--- src/rtl/sha512_pkg.sv ---
`default_nettype none
// ----------------------------------------------------------------------------
// sha512_pkg : shared SHA-512 types and padding constants
// Rev 1.0
// ----------------------------------------------------------------------------
package sha512_pkg;

  typedef logic [511:0] t_block;

  localparam int         SHA512_LINES_PER_BLOCK = 2;
  localparam int         SHA512_LEN_BYTES       = 16;
  localparam logic [7:0] SHA512_PAD_BYTE        = 8'h80;

  typedef enum logic [2:0] {
    PS_IDLE    = 3'd0,
    PS_COLLECT = 3'd1,
    PS_EMIT    = 3'd2,
    PS_EXTRA   = 3'd3,
    PS_FIN     = 3'd4
  } t_padder_state;

endpackage
`default_nettype wire

--- src/rtl/sha512_pad_line.sv ---
`default_nettype none
// ----------------------------------------------------------------------------
// sha512_pad_line : masks a 64-byte line and overlays the 0x80 marker / length
// Rev 1.0
// ----------------------------------------------------------------------------
module sha512_pad_line
  import sha512_pkg::*;
(
  input  logic [511:0] line_i,
  input  logic [6:0]   vcnt_i,
  input  logic         mark_en_i,
  input  logic [5:0]   mark_idx_i,
  input  logic         len_en_i,
  input  logic [127:0] len_i,
  output logic [511:0] line_o
);

  for (genvar i = 0; i < 64; i++) begin : g_byte
    logic [7:0] len_byte;
    logic       in_len;

    // The length field occupies the top 16 bytes of the slot, MSB first.
    if (i >= 64 - SHA512_LEN_BYTES) begin : g_len
      assign len_byte = len_i[8*(63-i) +: 8];
      assign in_len   = 1'b1;
    end else begin : g_nolen
      assign len_byte = 8'h00;
      assign in_len   = 1'b0;
    end

    assign line_o[8*i +: 8] =
        (len_en_i && in_len)                 ? len_byte        :
        (mark_en_i && (mark_idx_i == 6'(i))) ? SHA512_PAD_BYTE :
        (7'(i) < vcnt_i)                     ? line_i[8*i +: 8] : 8'h00;
  end

endmodule
`default_nettype wire

--- src/rtl/sha512_padder.sv ---
`default_nettype none
// ----------------------------------------------------------------------------
// sha512_padder : pairs 512-bit message lines into padded 1024-bit SHA-512 blocks
// Rev 1.0
// ----------------------------------------------------------------------------
module sha512_padder
  import sha512_pkg::*;
#(
  parameter int MAX_LEN_W = 64
) (
  input  logic                                clk_i,
  input  logic                                reset_i,
  input  logic                                start_i,
  input  logic [MAX_LEN_W-1:0]                msg_bytes_i,
  input  logic [511:0]                        line_i,
  input  logic                                line_valid_i,
  output logic                                line_ready_o,
  output logic [SHA512_LINES_PER_BLOCK*512-1:0] block_o,
  output logic                                block_valid_o,
  input  logic                                ready_i,
  output logic                                busy_o,
  output logic                                done_o
);

  t_padder_state state_q, state_d;
  logic [MAX_LEN_W-1:0] lines_left_q, lines_left_d;
  logic [127:0] bitlen_q, bitlen_d;
  logic [6:0]   r_q, r_d;
  logic         slot_q, slot_d;
  logic         need_extra_q, need_extra_d;
  t_block [SHA512_LINES_PER_BLOCK-1:0] blk_q, blk_d;

  logic         is_last, r_nz;
  logic [6:0]   vc_line;
  logic [MAX_LEN_W-1:0] start_lines;

  logic [511:0] lo_line, hi_line, lo_pad, hi_pad;
  logic [6:0]   lo_vcnt, hi_vcnt;
  logic         lo_mark_en, hi_mark_en, hi_len_en;

  assign is_last     = (lines_left_q == MAX_LEN_W'(1));
  assign r_nz        = (r_q != 7'd0);
  // A zero remainder in the final line means that line is completely full.
  assign vc_line     = !is_last ? 7'd64 : (r_q[5:0] == 6'd0) ? 7'd64 : {1'b0, r_q[5:0]};
  assign start_lines = (msg_bytes_i >> 6) + MAX_LEN_W'(|msg_bytes_i[5:0]);

  always_comb begin
    lo_line    = line_i;
    lo_vcnt    = vc_line;
    lo_mark_en = is_last && r_nz && !r_q[6];
    hi_line    = slot_q ? line_i : 512'd0;
    hi_vcnt    = slot_q ? vc_line : 7'd0;
    hi_mark_en = is_last && r_nz && r_q[6];
    hi_len_en  = is_last && r_nz && (r_q <= 7'd111);
    if (state_q == PS_EXTRA) begin
      lo_line    = 512'd0;
      lo_vcnt    = 7'd0;
      lo_mark_en = !r_nz;
      hi_line    = 512'd0;
      hi_vcnt    = 7'd0;
      hi_mark_en = 1'b0;
      hi_len_en  = 1'b1;
    end
  end

  sha512_pad_line u_pad_lo (
    .line_i     (lo_line),
    .vcnt_i     (lo_vcnt),
    .mark_en_i  (lo_mark_en),
    .mark_idx_i (lo_mark_en ? r_q[5:0] : 6'd0),
    .len_en_i   (1'b0),
    .len_i      (bitlen_q),
    .line_o     (lo_pad)
  );

  sha512_pad_line u_pad_hi (
    .line_i     (hi_line),
    .vcnt_i     (hi_vcnt),
    .mark_en_i  (hi_mark_en),
    .mark_idx_i (r_q[5:0]),
    .len_en_i   (hi_len_en),
    .len_i      (bitlen_q),
    .line_o     (hi_pad)
  );

  always_comb begin
    state_d      = state_q;
    lines_left_d = lines_left_q;
    bitlen_d     = bitlen_q;
    r_d          = r_q;
    slot_d       = slot_q;
    need_extra_d = need_extra_q;
    blk_d        = blk_q;

    unique case (state_q)
      PS_IDLE: begin
        if (start_i) begin
          lines_left_d = start_lines;
          bitlen_d     = {{(128-MAX_LEN_W){1'b0}}, msg_bytes_i} << 3;
          r_d          = msg_bytes_i[6:0];
          slot_d       = 1'b0;
          need_extra_d = 1'b0;
          blk_d        = '0;
          state_d      = (start_lines == '0) ? PS_EXTRA : PS_COLLECT;
        end
      end
      PS_COLLECT: begin
        if (line_valid_i) begin
          lines_left_d = lines_left_q - MAX_LEN_W'(1);
          if (!slot_q) begin
            blk_d[0] = lo_pad;
            // A lone final line still owns the upper slot for marker/length.
            if (is_last) blk_d[1] = hi_pad;
          end else begin
            blk_d[1] = hi_pad;
          end
          if (is_last) begin
            need_extra_d = !r_nz || (r_q >= 7'd112);
            state_d      = PS_EMIT;
          end else if (slot_q) begin
            state_d = PS_EMIT;
          end else begin
            slot_d = 1'b1;
          end
        end
      end
      PS_EMIT: begin
        if (ready_i) begin
          blk_d   = '0;
          slot_d  = 1'b0;
          state_d = (lines_left_q != '0) ? PS_COLLECT :
                    need_extra_q         ? PS_EXTRA   : PS_FIN;
        end
      end
      PS_EXTRA: begin
        blk_d[0]     = lo_pad;
        blk_d[1]     = hi_pad;
        need_extra_d = 1'b0;
        state_d      = PS_EMIT;
      end
      PS_FIN: begin
        state_d = PS_IDLE;
      end
      default: begin
        state_d = PS_IDLE;
      end
    endcase
  end

  always_ff @(posedge clk_i or posedge reset_i) begin
    if (reset_i) begin
      state_q      <= PS_IDLE;
      lines_left_q <= '0;
      bitlen_q     <= '0;
      r_q          <= '0;
      slot_q       <= 1'b0;
      need_extra_q <= 1'b0;
      blk_q        <= '0;
    end else begin
      state_q      <= state_d;
      lines_left_q <= lines_left_d;
      bitlen_q     <= bitlen_d;
      r_q          <= r_d;
      slot_q       <= slot_d;
      need_extra_q <= need_extra_d;
      blk_q        <= blk_d;
    end
  end

  assign line_ready_o  = (state_q == PS_COLLECT);
  assign block_valid_o = (state_q == PS_EMIT) && ready_i;
  assign busy_o        = (state_q == PS_COLLECT) || (state_q == PS_EMIT) || (state_q == PS_EXTRA);
  assign done_o        = (state_q == PS_FIN);
  assign block_o       = blk_q;

endmodule
`default_nettype wire

--- config.mk ---
export PLATFORM = sky130hd
export DESIGN_NAME = sha512_padder
export DESIGN_NICKNAME = d
export VERILOG_FILES = /design/src/rtl/sha512_pkg.sv /design/src/rtl/sha512_pad_line.sv /design/src/rtl/sha512_padder.sv
export SDC_FILE = /design/constraint.sdc
export NUM_CORES = 2
export LEC_CHECK = 0
export BUFFER_PORTS_ARGS = -buffer_cell sky130_fd_sc_hd__buf_4
export CORE_AREA = 2 2 626 628
export CTS_CLUSTER_SIZE = 12
export DETAILED_ROUTE_END_ITERATION = 6
export DIE_AREA = 0 0 628 630
export GPL_ROUTABILITY_DRIVEN = 0
export PLACE_DENSITY = 0.3
export RECOVER_POWER = 50
export SETUP_SLACK_MARGIN = 0.2
export SYNTH_ARGS = -nofsm -noshare
export SYNTH_HDL_FRONTEND = slang
export SYNTH_SLANG_ARGS = --single-unit
export TNS_END_PERCENT = 5
--- constraint.sdc ---
create_clock -name clk_i -period 57.8 [get_ports clk_i]
set_input_delay 17.34 -clock clk_i [delete_from_list [all_inputs] [get_ports clk_i]]
set_output_delay 17.34 -clock clk_i [all_outputs]
set_load 0.05 [all_outputs]
### Word-level counts from Yosys, hierarchy flattened

Cells that the tools add are included.

| storage, ports and cells | value |
|---|---|
| bits in registers | 1164 |
| output and inout bits | 1028 |
| input port bits | 581 |

| operators by class | value |
|---|---|
| equal/unequal tests | 138 |
| reduce and logical (&&, ||, !) cells | 156 |
| magnitude comparators | 130 |
| muxes and demuxes | 311 |
| add/sub/neg operators | 2 |

Operator list:

| cell | number |
|---|---|
| $pmux W1024 S4 | 1 |
| $mux W1024 | 3 |
| $mux W512 | 6 |
| $mux W8 | 272 |
| $lt A6 B7 Y1 const A | 64 |
| $eq A6 B6 Y1 const B | 64 |
| $lt A5 B7 Y1 const A | 32 |
| $eq A6 B5 Y1 const B | 32 |
| $logic_and A1 B1 Y1 | 133 |
| $mux W64 | 2 |
| $pmux W64 S2 | 1 |
| $lt A4 B7 Y1 const A | 16 |
| $eq A6 B4 Y1 const B | 16 |
| $eq A64 B1 Y1 const B | 1 |
| $logic_not A64 Y1 | 1 |
| $reduce_bool A64 Y1 | 1 |
| $sub A64 B1 Y64 const B | 1 |
| $add A58 B1 Y59 | 1 |
| $lt A3 B7 Y1 const A | 8 |
| $eq A6 B3 Y1 const B | 8 |
| $mux W7 | 5 |
| $lt A1 B7 Y1 const A | 4 |
| $lt A2 B7 Y1 const A | 4 |
| $eq A6 B2 Y1 const B | 4 |
| other kinds (28) | 57 |

### Logic depth before layout (Yosys ltp)

| logic depth | value |
|---|---|
| word-level depth | 13 |
| mapped depth | 13 |
| gate-level depth less buffers | 12 |

### Modules after synthesis

A second synthesis with hierarchy kept.

| unflattened totals | value |
|---|---|
| cell total of the unflattened synthesis | 8463 |
| area total of the unflattened synthesis | 67832.6 sq um |

Modules (own cells, without submodules):

| module | cells each | instances | area an instance (sq um) |
|---|---|---|---|
| sha512_padder | 6749 | 1 | 55693.4 |
| sha512_pad_line | 857 | 2 | 6069.6 |

### Worst setup path after synthesis

OpenSTA, ideal clock, no wires.

| path | value |
|---|---|
| path kind | input to output |
| start | input ready_i |
| end | output block_valid_o |
| buffers on the path | 0 |
| arrival time | 18471 ps |
| cell stages on the path | 2 |
| data required time | 40460 ps |
| path slack | 21989 ps |
| path through | nand2b_1 > nor3_1 |

| between the ends | value |
|---|---|
| cells in the longest elaborated chain, start to end | 1 |

Ends and longest elaborated chain:

| item | line | source |
|---|---|---|
| start, declared | sha512_padder.sv:20 | `input logic ready_i,` |
| $logic_and A1 B1 Y1 | sha512_padder.sv:171 | `assign block_valid_o = (state_q == PS_EMIT) && ready_i;` |
| end, declared | sha512_padder.sv:19 | `output logic block_valid_o,` |

No other way between the ends.

### Worst setup path in the final report

Ends and elaborated chain as after synthesis.

==> flow_summary.json <==
{
  "cp_top_family": "simple AND/OR/NAND/NOR gates",
  "ant_nets": 0,
  "via_per_inst": 4.12,
  "netSwitchingFraction_pct": 54.1,
  "ys_types": 75,
  "power.density_mw_per_mm2": 71.4,
  "wl_per_cell_um": 36.9,
  "p_leak_nw": 29.6,
  "grt_pass1_vias": 45235,
  "worstPathCellList": "clkbuf_1, nand2b_1, nor3_1, buf_4",
  "num_io_pins": 1609,
  "initial_utilization_pct": 12.2,
  "synth_fp_nets": 4589,
  "cpMaxStageDelayCell": "nor3_1",
  "total_power_w": 0.00491,
  "clkTransAtPathRegs_ns": 0.05,
  "async_flop_share_pct": 100,
  "rsz0062_at_grt": "false",
  "multi_input_area_mm2": 0.0177,
  "fillers": 43394,
  "max_freq_ghz": 0.0280,
  "cpPeakStageDelay_ns": 0.46,
  "dp_hpwl_um": 329000,
  "die_area_mm2": 0.396,
  "synthTopCellsByCount": "dfrtp_1, a22o_1, nand2_1",
  "cts-root-buf": "clkbuf_16",
  "grt_pass1_wl_um": 516000,
  "status": "finished with violations",
  "track_usage_pct": 19.7,
  "die_x_um": 628,
  "power.switching_w": 0.00265,
  "syn_avg_cell_area_um2": 11.8,
  "seqCellArea_mm2": 0.0290,
  "drv_slew": 823,
  "layout-drive-gt1-share_pct": 22.4,
  "worst_hold_slack_ns": 0.469,
  "grt_max_degree": 147,
  "cp_max_fo": 2,
  "drt_iter0_drc": 3555,
  "maxCapViolations": 14,
  "cp.arrival_ns": 18.38,
  "synth_warnings": 0,
  "fin_crit_ns": 35.72,
  "via_count": 45395,
  "worst-slew-pin-transition_ns": 7.58,
  "routed_wl_um": 407000,
  "clkSinkCount": 1157,
  "yosys.area.top_type": "dfrtp_1",
  "p_comb_share_pct": 52.1,
  "timing.critical_path.from_type": "primary input",
  "fin_skew_ns": 0.0690,
  "first_pass_iters": 6,
  "cts-buffers-inserted": 164,
  "setup_tns_ns": 0,
  "synth_top_area_share_pct": 61.1,
  "cts-resized-gates": 0,
  "area_growth_pct": 45.0,
  "synthTopCellsByArea": "dfrtp_1, a22o_1, nand2_1",
  "syn_inst": 4002,
  "fin_crit_sh_pct": 61.8,
  "final_nets": 6254,
  "path_buf_inv": 2,
  "setup_viol": 0,
  "die_y_um": 630,
  "synth_edf_count": 0,
  "clockBufferDepth": 4,
  "final_util_pct": 17.7,
  "hold_class": "reg2reg",
  "antenna_found_initial": 199,
  "remaining_drc_errors": 0,
  "internal-power_w": 0.00226,
  "hold_violations": 0,
  "num_rows": 229,
  "htreeDepth": 4,
  "slew_headroom_pct": -406,
  "ys_dominant_reg_cell": "dfrtp_1",
  "violations": "capacitance limit, slew limit",
  "syn_area_mm2": 0.0474,
  "critPathKind": "in2out",
  "power_frac_clock_pct": 21.8,
  "ir_drop_uv": 50.2,
  "setup_ws_ns": 22.08,
  "post-cts-setup-buffers": 0,
  "clock_latency_ns": 0.86,
  "grt.overflow.total": 0,
  "end_kind": "output pin",
  "yosysSeqAreaShare_pct": 61.1,
  "cp.required_ns": 40.46,
  "ys_seq_elements": 1157,
  "hold_buffers": 0,
  "yosysMostFrequentCell": "dfrtp_1",
  "p_seq_share_pct": 26.1,
  "core_area_mm2": 0.388,
  "preCtsSetupSlack_ns": 22.12,
  "io_buffers": 1608,
  "tritoncts": "yes"
}
==> area by class of cell <==
class | count | share of cell area (%)
Tap cell | 5197 | 9.46
Antenna cell | 37 | 0.135
Sequential cell | 1157 | 42.1
Multi-Input combinational cell | 2556 | 25.7
Clock buffer | 233 | 6.89
Timing Repair Buffer | 1765 | 14.5
Inverter | 23 | 0.131
Clock inverter | 49 | 1.06
==> cell families after synthesis <==
kind of cell | after synthesis | synth area share [%]
adder cells (fa/ha/maj) | 6 | 0.158
flip-flops | 1157 | 61.1
buffers and inverters | 289 | 2.31
AND/OR/NAND/NOR | 923 | 9.32
multiplexers | 68 | 1.61
XOR/XNOR | 60 | 1.11
AO/OA/AOI/OAI | 1499 | 24.4
==> power groups by stage <==
stage | sequential (W) | combinational (W) | clock (W)
final | 0.00128 | 0.00256 | 0.00107
after global routing | 0.00132 | 0.00267 | 0.00114
after CTS | 0.00128 | 0.00279 | 0.00111
after detailed placement | 0.00129 | 0.00278 | 0
after global placement | 0.00129 | 0.00278 | 0
after floorplan | 0.00205 | 0.000732 | 0
==> metrics by stage <==
stage,cell area [µm²],instances
floorplan,47400,4002
global placement,66600,10698
detailed placement,66600,10698
CTS,72000,10980
global route,68700,10989
finish,68800,11017
==> layer usage <==
layer	up-vias	wire length (µm)	global-route usage, %	share of wire [%]
li1	18776	-	-	-
met1	23926	165000	23.9	40
met2	2072	198000	34.1	49
met3	533	31400	5.81	7.7
met4	88	12100	4.40	3.0
met5	-	579	0	0.14
==> placed cells by master, fill, tap and decap left out, types with 37 or more instances in the layout <==
master and n:
a21oi_1 145, a22o_1 822, a22oi_1 93, buf_4 876, clkbuf_1 920, clkbuf_16 167
dfrtp_1 1155, diode_2 37, mux2_2 65, nand2_1 363, nand3_1 117, nand4_1 46
nor2_1 147, nor3_1 55, o211ai_1 48, o21ai_0 165
==> state kept, by name, indices dropped and copies added (netlist names) <==
name	count
bitlen_q	58
block_o	1024
lines_left_q	64
need_extra_q	1
r_q	6
slot_q	1
state_q	3
==> final timing paths <==
kind                              startpoint             to  slack [ns]  cells past startpoint
min in group asynchronous            reset_i   block_o[562]       17.36                      2
max in group asynchronous            reset_i   block_o[937]       29.53                      4
worst min-delay path            block_o[992]   block_o[992]        0.47                      2
worst max register to register    state_q[0]   block_o[143]       51.26                     10
worst min register to register  block_o[992]   block_o[992]        0.47                      2
worst max-delay path                 ready_i  block_valid_o       22.08                      4
==> worst register-to-register path, delay by kind of cell, from the launching register on <==
family / cells / cell delay [ns]
DFF: 1 / 0.32
and+or+nand+nor: 3 / 1.04
buffers and inverters: 5 / 3.43
AOI/OAI and AO/OA: 2 / 1.66
Power figures use the tool's default switching activity.
